[src/rtl/pluse_seq_ctrl_pkg.sv]
// Shared definitions for the CPMG pulse sequencer: state encoding,
// counter widths and the "at least one cycle" length helper.
package pluse_seq_ctrl_pkg;

  localparam int CNT_W = 16;
  localparam int GAP_W = 17;

  typedef enum logic [2:0] {
    ST_IDLE = 3'd0,
    ST_LOAD = 3'd1,
    ST_P90  = 3'd2,
    ST_TAU1 = 3'd3,
    ST_P180 = 3'd4,
    ST_GAP  = 3'd5,
    ST_FIN  = 3'd6
  } state_t;

  // A programmed length of zero still occupies one cycle.
  function automatic logic [GAP_W-1:0] at_least_one(input logic [GAP_W-1:0] len);
    return (len == '0) ? {{(GAP_W-1){1'b0}}, 1'b1} : len;
  endfunction

endpackage

[src/rtl/pluse_seq_ctrl_seq_timer.sv]
// Loadable down-counter; tc flags the last cycle of the timed interval.
module seq_timer
  import pluse_seq_ctrl_pkg::*;
(
  input  logic             clk_sys,
  input  logic             rst,
  input  logic             load,
  input  logic [GAP_W-1:0] load_val,
  output logic             tc
);

  logic [GAP_W-1:0] count;

  // Load on state entry, otherwise count down and rest at zero.
  always_ff @(posedge clk_sys or posedge rst) begin
    if (rst) begin
      count <= '0;
    end else if (load) begin
      count <= load_val;
    end else if (count != '0) begin
      count <= count - 1'b1;
    end
  end

  assign tc = (count == {{(GAP_W-1){1'b0}}, 1'b1});

endmodule

[src/rtl/pluse_seq_ctrl.sv]
// CPMG pulse sequence controller: one 90-degree pulse, a tau gap, then
// echo_num 180-degree pulses each followed by a 2*tau gap.
//
// state | meaning
// IDLE  | waiting for start
// LOAD  | one-cycle pluse_load strobe, parameters already latched
// P90   | 90-degree pulse, phase 0
// TAU1  | first half echo spacing, quar_delay high
// P180  | 180-degree refocusing pulse, phase 1
// GAP   | full echo spacing (2*tau) between refocusing pulses
// FIN   | one-cycle done strobe
module pluse_seq_ctrl
  import pluse_seq_ctrl_pkg::*;
(
  input  logic             clk_sys,
  input  logic             rst,
  input  logic             start,
  input  logic             abort,
  input  logic [CNT_W-1:0] p90_len,
  input  logic [CNT_W-1:0] p180_len,
  input  logic [CNT_W-1:0] tau_len,
  input  logic [CNT_W-1:0] echo_num,
  output logic             pluse_load,
  output logic             state_start,
  output logic             phase,
  output logic             turn_delay,
  output logic             quar_delay,
  output logic             busy,
  output logic             done,
  output logic [CNT_W-1:0] echo_cnt
);

  state_t           state, state_nxt;
  logic [CNT_W-1:0] p90_q, p180_q, tau_q, echo_num_q;
  logic             tmr_load, tmr_tc;
  logic [GAP_W-1:0] tmr_val;
  logic             run_start;

  assign run_start = (state == ST_IDLE) && (state_nxt == ST_LOAD);

  seq_timer u_seq_timer (
    .clk_sys  (clk_sys),
    .rst      (rst),
    .load     (tmr_load),
    .load_val (tmr_val),
    .tc       (tmr_tc)
  );

  // State register.
  always_ff @(posedge clk_sys or posedge rst) begin
    if (rst) state <= ST_IDLE;
    else     state <= state_nxt;
  end

  // Capture the run parameters on the start edge; held until the next run.
  always_ff @(posedge clk_sys or posedge rst) begin
    if (rst) begin
      p90_q      <= '0;
      p180_q     <= '0;
      tau_q      <= '0;
      echo_num_q <= '0;
    end else if (run_start) begin
      p90_q      <= p90_len;
      p180_q     <= p180_len;
      tau_q      <= tau_len;
      echo_num_q <= echo_num;
    end
  end

  // Next state and timer reload; abort overrides everything.
  always_comb begin
    state_nxt = state;
    tmr_load  = 1'b0;
    tmr_val   = '0;
    if (abort) begin
      state_nxt = ST_IDLE;
    end else begin
      case (state)
        ST_IDLE: if (start)  state_nxt = ST_LOAD;
        ST_LOAD: if (tmr_tc) state_nxt = ST_P90;
        ST_P90:  if (tmr_tc) state_nxt = ST_TAU1;
        ST_TAU1: if (tmr_tc) state_nxt = (echo_num_q != '0) ? ST_P180 : ST_FIN;
        ST_P180: if (tmr_tc) state_nxt = ST_GAP;
        ST_GAP:  if (tmr_tc) state_nxt = (echo_cnt < echo_num_q) ? ST_P180 : ST_FIN;
        ST_FIN:  if (tmr_tc) state_nxt = ST_IDLE;
        default: state_nxt = ST_IDLE;
      endcase
    end
    tmr_load = (state_nxt != state);
    case (state_nxt)
      ST_LOAD: tmr_val = at_least_one('0);
      ST_P90:  tmr_val = at_least_one({1'b0, p90_q});
      ST_TAU1: tmr_val = at_least_one({1'b0, tau_q});
      ST_P180: tmr_val = at_least_one({1'b0, p180_q});
      ST_GAP:  tmr_val = at_least_one({tau_q, 1'b0});
      ST_FIN:  tmr_val = at_least_one('0);
      default: tmr_val = '0;
    endcase
  end

  // Echo counter: cleared when a run starts, bumped as each P180 completes.
  always_ff @(posedge clk_sys or posedge rst) begin
    if (rst) begin
      echo_cnt <= '0;
    end else if (run_start) begin
      echo_cnt <= '0;
    end else if ((state == ST_P180) && (state_nxt == ST_GAP)) begin
      echo_cnt <= echo_cnt + 1'b1;
    end
  end

  // Registered outputs decoded from the state being entered.
  always_ff @(posedge clk_sys or posedge rst) begin
    if (rst) begin
      pluse_load  <= 1'b0;
      state_start <= 1'b0;
      phase       <= 1'b0;
      turn_delay  <= 1'b0;
      quar_delay  <= 1'b0;
      busy        <= 1'b0;
      done        <= 1'b0;
    end else begin
      pluse_load  <= (state_nxt == ST_LOAD);
      state_start <= (state_nxt == ST_P90) || (state_nxt == ST_P180);
      phase       <= (state_nxt == ST_P180);
      turn_delay  <= (state_nxt == ST_P180) && (state != ST_P180);
      quar_delay  <= (state_nxt == ST_TAU1);
      busy        <= (state_nxt != ST_IDLE);
      done        <= (state_nxt == ST_FIN);
    end
  end

endmodule

[config.mk]
export PLATFORM = sky130hd
export DESIGN_NAME = pluse_seq_ctrl
export DESIGN_NICKNAME = d
export VERILOG_FILES = /design/src/rtl/pluse_seq_ctrl_pkg.sv /design/src/rtl/pluse_seq_ctrl_seq_timer.sv /design/src/rtl/pluse_seq_ctrl.sv
export SDC_FILE = /design/constraint.sdc
export NUM_CORES = 1
export LEC_CHECK = 0
export BUFFER_PORTS_ARGS = -buffer_cell sky130_fd_sc_hd__buf_2
export CAP_MARGIN = 20
export CORE_MARGIN = 3
export CORE_UTILIZATION = 50
export DETAILED_ROUTE_END_ITERATION = 6
export HOLD_SLACK_MARGIN = 0.03
export PLACE_DENSITY = 0.72
export SLEW_MARGIN = 20
export SYNTH_ARGS = -nofsm -noshare
export SYNTH_HDL_FRONTEND = slang
export SYNTH_SLANG_ARGS = --single-unit
[constraint.sdc]
create_clock -name clk_sys -period 3.45 [get_ports clk_sys]
set_clock_uncertainty 0.05 [all_clocks]
set_input_delay 0.5175 -clock clk_sys [delete_from_list [all_inputs] [get_ports clk_sys]]
set_output_delay 0.5175 -clock clk_sys [all_outputs]
set_load 0.1 [all_outputs]
[Word level (Yosys, flattened, before mapping)]
Cells that the tools add are included.
Word-level totals
  register bits after elaboration: 107
  latch bits: 0
  RAM bits: 0
  ROM bits: 0
  input port bits: 68
  output and inout port bits: 23
  word-level logic and storage cells: 66
  memories: 0
Cells by class
  add/subtract/negate cells: 2
  $mul: 0
  div/mod/pow operators: 0
  magnitude comparators: 1
  eq/ne operators: 15
  shift-type cells: 0
  multiplexer cells: 20
  bitwise logic cells: 0
  reductions and logical operators: 14
Operators with widths (number)
  $pmux 17 s5: 1
  $mux 16: 5
  $mux 17: 3
  $logic_not 16->1: 3
  $mux 3: 8
  $pmux 3 s7: 1
  $eq 3x3->1 const B: 6
  $eq 17x1->1 const B: 1
  $reduce_bool 17->1: 1
  $sub 17x1->17 const B: 1
  $add 16x1->16 const B: 1
  $lt 16x16->1: 1
  $reduce_bool 16->1: 1
  $eq 3x2->1 const B: 4
  $eq 3x1->1 const B: 2
  $mux 2: 2
  $reduce_bool 2->1: 2
  $logic_and 1x1->1: 3
  $logic_not 3->1: 1
  $ne 3x3->1: 1
  $ne 3x3->1 const B: 1
  $reduce_bool 3->1: 1
  $reduce_or 2->1: 1
  $logic_or 1x1->1: 1

[Logic depth before layout (Yosys ltp)]
  word-level depth: 9
  depth in mapped cells: 12
  mapped depth without buffers: 12

[Hierarchy]
A second synthesis with hierarchy kept.
Unflattened totals
  cells, all modules: 630
  area, all modules: 5736.8 um^2
By module, submodules not included
  pluse_seq_ctrl: instances 1, cells an instance 514, area each 4669.5 um^2, seq. area each 2252.2 um^2
  seq_timer: instances 1, cells an instance 116, area each 1067.3 um^2, seq. area each 425.4 um^2

[Worst setup path before layout]
No wires, ideal clock.
  path kind: register to register
  start: register echo_cnt[11]
  end: register u_seq_timer.count[2]
  setup time: 0.124 ns
  arrival: 3.110 ns
  required time: 3.276 ns
  path slack: 0.166 ns
  stages on the path, launching flop included: 10
  buffers on the path: 0
  period minus slack after synthesis: 3.284 ns
  cell sequence: dfrtp_1 ha_1 a21oi_1 o21ai_0 a221o_1 o211a_1 o21ba_2 o31a_1 nor3b_4 a211o_1
On the way
  longest elaborated chain between the ends: 9
  elaborated cells between the ends (all ways): 16
  those cells by class: order compare (1); eq/ne (7); mux (6); reduce/logical (2)
RTL lines
  start: declaration: line pluse_seq_ctrl.sv:30  | output logic [CNT_W-1:0] echo_cnt
  start signal: assignment: line pluse_seq_ctrl.sv:108  | echo_cnt <= echo_cnt + 1'b1;
  $lt 16x16->1 (*): line pluse_seq_ctrl.sv:84  | ST_GAP: if (tmr_tc) state_nxt = (echo_cnt < echo_num_q) ? ST_P180 : ST_FIN;
  $mux 2 (*): line pluse_seq_ctrl.sv:84
  $mux 3 (*): line pluse_seq_ctrl.sv:84
  $pmux 3 s7 (*): line pluse_seq_ctrl.sv:78  | case (state)
  $mux 3 (*): line pluse_seq_ctrl.sv:75  | if (abort) begin
  net state_nxt[1]: line pluse_seq_ctrl.sv:33  | state_t state, state_nxt;
  $eq 3x1->1 or $eq 3x3->1 (tied branches): line pluse_seq_ctrl.sv:90  | case (state_nxt)
  $reduce_or 2->1 (no line)
  $pmux 17 s5: line pluse_seq_ctrl.sv:90
  $mux 17: line pluse_seq_ctrl_seq_timer.sv:18  | end else if (load) begin
  end signal: assignment: line pluse_seq_ctrl_seq_timer.sv:19  | count <= load_val;
  end signal: assignment: line pluse_seq_ctrl_seq_timer.sv:21  | count <= count - 1'b1;
  end: declaration: line pluse_seq_ctrl_seq_timer.sv:12  | logic [GAP_W-1:0] count;
Mark *: on every way through the listed nets, which the timed path passes. The rest lies on a longest branch.
A chain may end at the register's enable or synchronous reset.

[Worst setup path in the final report]
  start: register u_seq_timer.count[1]
  end: register u_seq_timer.count[14]
On the way
  longest elaborated chain between the ends: 8
  elaborated cells between the ends (all ways): 23
  those cells by class: add/sub (1); eq/ne (8); mux (11); reduce/logical (3)
RTL lines
  $eq 17x1->1: line pluse_seq_ctrl_seq_timer.sv:25  | assign tc = (count == {{(GAP_W-1){1'b0}}, 1'b1});
  $mux 3, or another cell as far along: line pluse_seq_ctrl.sv:85  | ST_FIN: if (tmr_tc) state_nxt = ST_IDLE;
  $pmux 3 s7: line pluse_seq_ctrl.sv:78
  $mux 3: line pluse_seq_ctrl.sv:75
  $eq 3x1->1 or $eq 3x3->1 (tied branches): line pluse_seq_ctrl.sv:90
  $reduce_or 2->1 (no line)
  $pmux 17 s5: line pluse_seq_ctrl.sv:90
  $mux 17: line pluse_seq_ctrl_seq_timer.sv:18
Parallel ways exist; a longest one is shown, timed or not. The select of a mux whose other input is x is not followed.

==> run metrics <==
Layout Nets 796; post-route fraction of the period consumed by the critical path 0.883; number of synthesized flops with an enable pin 0; I/O Buffers 90; number of hold-repair buffers added at the cts stage 0; sequential-to-total area share from yosys stat 0.476; required time of the worst setup path 3.69 ns; Fin Setup TNS 0 ns; dominant cell by count in the synthesized netlist sky130_fd_sc_hd__nand2_1; number of max-cap violations 0; horizontal die dimension 112 um; mean routed wirelength per cell 17.4 um; half-perimeter wire length of the detailed placement result 10.9 mm; post-synthesis cell area 0.00562 mm2; final-report max-slew violation count 0; shortest period the worst path allows 3.05 ns; Critical Path Source Type flip-flop; number of remaining DRC errors 0; class of the worst hold path input port to asynchronous set/reset pin; Gate Count Post-Synth 628; Skew-Pair Late Insertion Delay 0.35 ns; post-synth cell types 68; Setup crit start u_seq_timer.count[1]$_DFFE_PP0P_; area of all placed cells without fillers 0.00649 mm2; first-pass GRT wire length 24.8 mm; relative contribution of combinational cells to total power 0.278; final weighted congestion of routability-driven global placement 0.930; share of cells above drive strength 1 0.181; setup violation total in the final timing report 0; adder-cell share of the synthesized area 0.0423; switching power share of the total 0.359; starting utilization of the core area 0.514; initial antenna violation count 0; slowest cell on the critical path sky130_fd_sc_hd__and3_1; vias in the first global route 4803; status finished, final reports clean; nets in the synthesized netlist 715; layout overhead on the synthesized area 15.5%; Resize count post-CTS 0; final hold vios 0; clock root buffer sky130_fd_sc_hd__clkbuf_16; fraction of synthesized cell area in xor and xnor cells 0.0436; RSZ-0062 raised after global routing no; share of flip-flops with an asynchronous set or reset after synthesis 1.00; R2R depth 9; pwr dens 605 mW/mm2; slew of the pin with the lowest slew margin 0.751 ns; number of flip-flops and latches in the synthesized netlist 107; CTS clk-pin slew, worst paths 0.07 ns; dominant cells by area after synthesis sky130_fd_sc_hd__dfrtp_1, sky130_fd_sc_hd__nand2_1, sky130_fd_sc_hd__ha_1, sky130_fd_sc_hd__xnor2_1, sky130_fd_sc_hd__o21ai_0; Total Die Area 0.0126 mm2; worst path setup slack after routing 0.402 ns; proportion of netlist area held by the largest area contributor 0.476; via total after detailed routing 4998; drt via density 5.85; Yosys warning count 0; fraction of power consumed by the clock network 0.264; Syn Area/Cell 8.95 um2; total placed instance area 0.00620 mm2; core area 0.0109 mm2; Net Sw Power 1.41 mW; number of standard-cell rows in the floorplan 38; boundary pin count 91; post-placement setup slack 0.467 ns; dominant combinational cell family by area after synthesis simple AND/OR/NAND/NOR gates; CTS Buf Count 9; peak fanout along the critical path 20; Overflow after GRT 0; number of filler instances in the final layout 945; internal power summed over all cells 2.52 mW; clock tree from TritonCTS done; CP most frequent cell sky130_fd_sc_hd__nand2_1; share of synthesized cell area in and, or, nand and nor gates 0.269; maximum cell stage delay along the critical path 0.70 ns; Max rail drop VDD 0.270 mV; total power draw 3.93 mW; DRT Wirelength 14.9 mm; type of the setup path with the least slack flip-flop to flip-flop; 1st-iter DRT viols 474; most used standard cells in the synthesized netlist sky130_fd_sc_hd__nand2_1, sky130_fd_sc_hd__dfrtp_1, sky130_fd_sc_hd__nor2_1, sky130_fd_sc_hd__o21ai_0, sky130_fd_sc_hd__inv_1; Global Route Usage Sum 0.243; number of H-tree branching levels 3; proportion of synthesized area in mux cells 0.00356; capturing element type of the critical path flip-flop; antenna cell count 0; most area-hungry cell type in the Yosys netlist sky130_fd_sc_hd__dfrtp_1; largest net degree at the start of global routing 71; number of iterations in the first detailed-routing pass 7; Compound-Gate Fraction of Synth Area 0.129; Reg2Reg Launch Point u_seq_timer.count[1]$_DFFE_PP0P_; DRT antenna net count 0; Clock Sinks 107; series of cell instances along the critical path inv_1 > ha_1 > nand2_1 > nor2_1 > o31ai_1 > and3_1 > nand2_1 > o22ai_1 > a21o_1; buffers inserted by post-CTS timing repair 0; Data arrival, critical path 3.29 ns; leakage power summed over all cells 3.26 nW; buffer depth of the longest clock path 2; die height 112 um; sequential power share 0.458; top achievable clock speed 328 MHz; worst max-slew margin expressed relative to the limit 0.499; count of placed standard cells in the final layout, fillers left out 854; total instance count after detailed placement 838; dominant register cell in the synthesized netlist sky130_fd_sc_hd__dfrtp_1
through the flow:
step	hold WS (ns)	utilization
6_report	0.254	0.594
5_1_grt	0.311	0.594
4_1_cts	0.293	0.594
3_5_place_dp	0.447	0.567
3_3_place_gp	0.452	0.567
2_1_floorplan	0.410	-
cells in the final DEF (no fill, tap or decap), drive strengths merged, types with 2 or more instances in the layout:
cell / n
a222oi: 8
clkinv: 3
and3: 3
and4: 6
dfrtp: 107
or3: 6
nor3: 16
nand2: 190
nor4b: 2
o21ai: 28
o22ai: 10
inv: 26
nor4: 22
and2: 4
nand2b: 4
nor3b: 2
a21oi: 12
o21a: 2
a22oi: 4
a21o: 9
clkbuf: 11
o31ai: 2
xor2: 10
a31o: 2
o211a: 2
nor2: 32
a311oi: 2
or4: 2
a211o: 2
nand4: 7
nand3: 17
buf: 97
a221oi: 2
a31oi: 4
ha: 19
mux2i: 2
xnor2: 18
worst paths after layout:
kind,end,slack [ns]
setup / recovery,u_seq_timer.count[14]$_DFFE_PP0P_,0.40
hold / removal,echo_cnt[2]$_DFFE_PP0P_,0.25
setup reg to reg,u_seq_timer.count[14]$_DFFE_PP0P_,0.40
hold reg to reg,p180_q[1]$_DFFE_PP0N_,0.47
max in group asynchronous,p180_q[14]$_DFFE_PP0N_,2.26
min in group clk_sys,p180_q[6]$_DFFE_PP0N_,0.30
power by group through the flow:
stage                     Combinational [mW]  Sequential [mW]  Clock (mW)
final                                   1.09             1.80        1.04
after global routing                    1.23             1.82        1.10
after CTS                               1.09             1.79        1.05
after detailed placement                1.07             1.81           0
after global placement                  1.04             1.80           0
after floorplan                        0.817             1.74           0
cell type report:
type / count / area [um2] / area share
Multi-Input combinational cell: 469 / 2750 / 0.423
Sequential cell: 107 / 2680 / 0.412
Timing Repair Buffer: 97 / 503 / 0.0775
Clock buffer: 11 / 233 / 0.0358
Tap cell: 140 / 175 / 0.0270
Inverter: 25 / 96.3 / 0.0148
Clock inverter: 5 / 61.3 / 0.00944
flip-flops by register name (all words and copies together), names as in the netlist:
name / cells
busy: 1
done: 1
echo_cnt: 16
echo_num_q: 16
p180_q: 16
p90_q: 16
phase: 1
pluse_load: 1
quar_delay: 1
state: 3
state_start: 1
tau_q: 16
turn_delay: 1
u_seq_timer.count: 17
worst max-delay path: cells and delay by family, from the launching register on:
kind	cells	cell delay, ns
simple gates	4	1.45
compound gates	3	0.76
flops	1	0.39
buf+inv	1	0.10
fa+ha+maj	1	0.23
kinds of logic (layout without fill, tap and decap cells):
| family | Yosys count | after routing |
|---|---|---|
| AND/OR/NAND/NOR | 316 | 316 |
| adder cells (fa/ha/maj) | 19 | 19 |
| XOR/XNOR | 28 | 28 |
| buffers and inverters | 52 | 138 |
| multiplexers | 2 | 2 |
| flip-flops | 107 | 107 |
| AO/OA/AOI/OAI | 104 | 104 |
metal layers:
metal,vias up,GRT usage,share of wire
li1,2346,-,-
met1,2391,0.369,0.46
met2,235,0.355,0.44
met3,26,0.0388,0.079
met4,0,0.0873,0.019
met5,-,0,0
No activity file was read; power rests on OpenSTA's default activity.
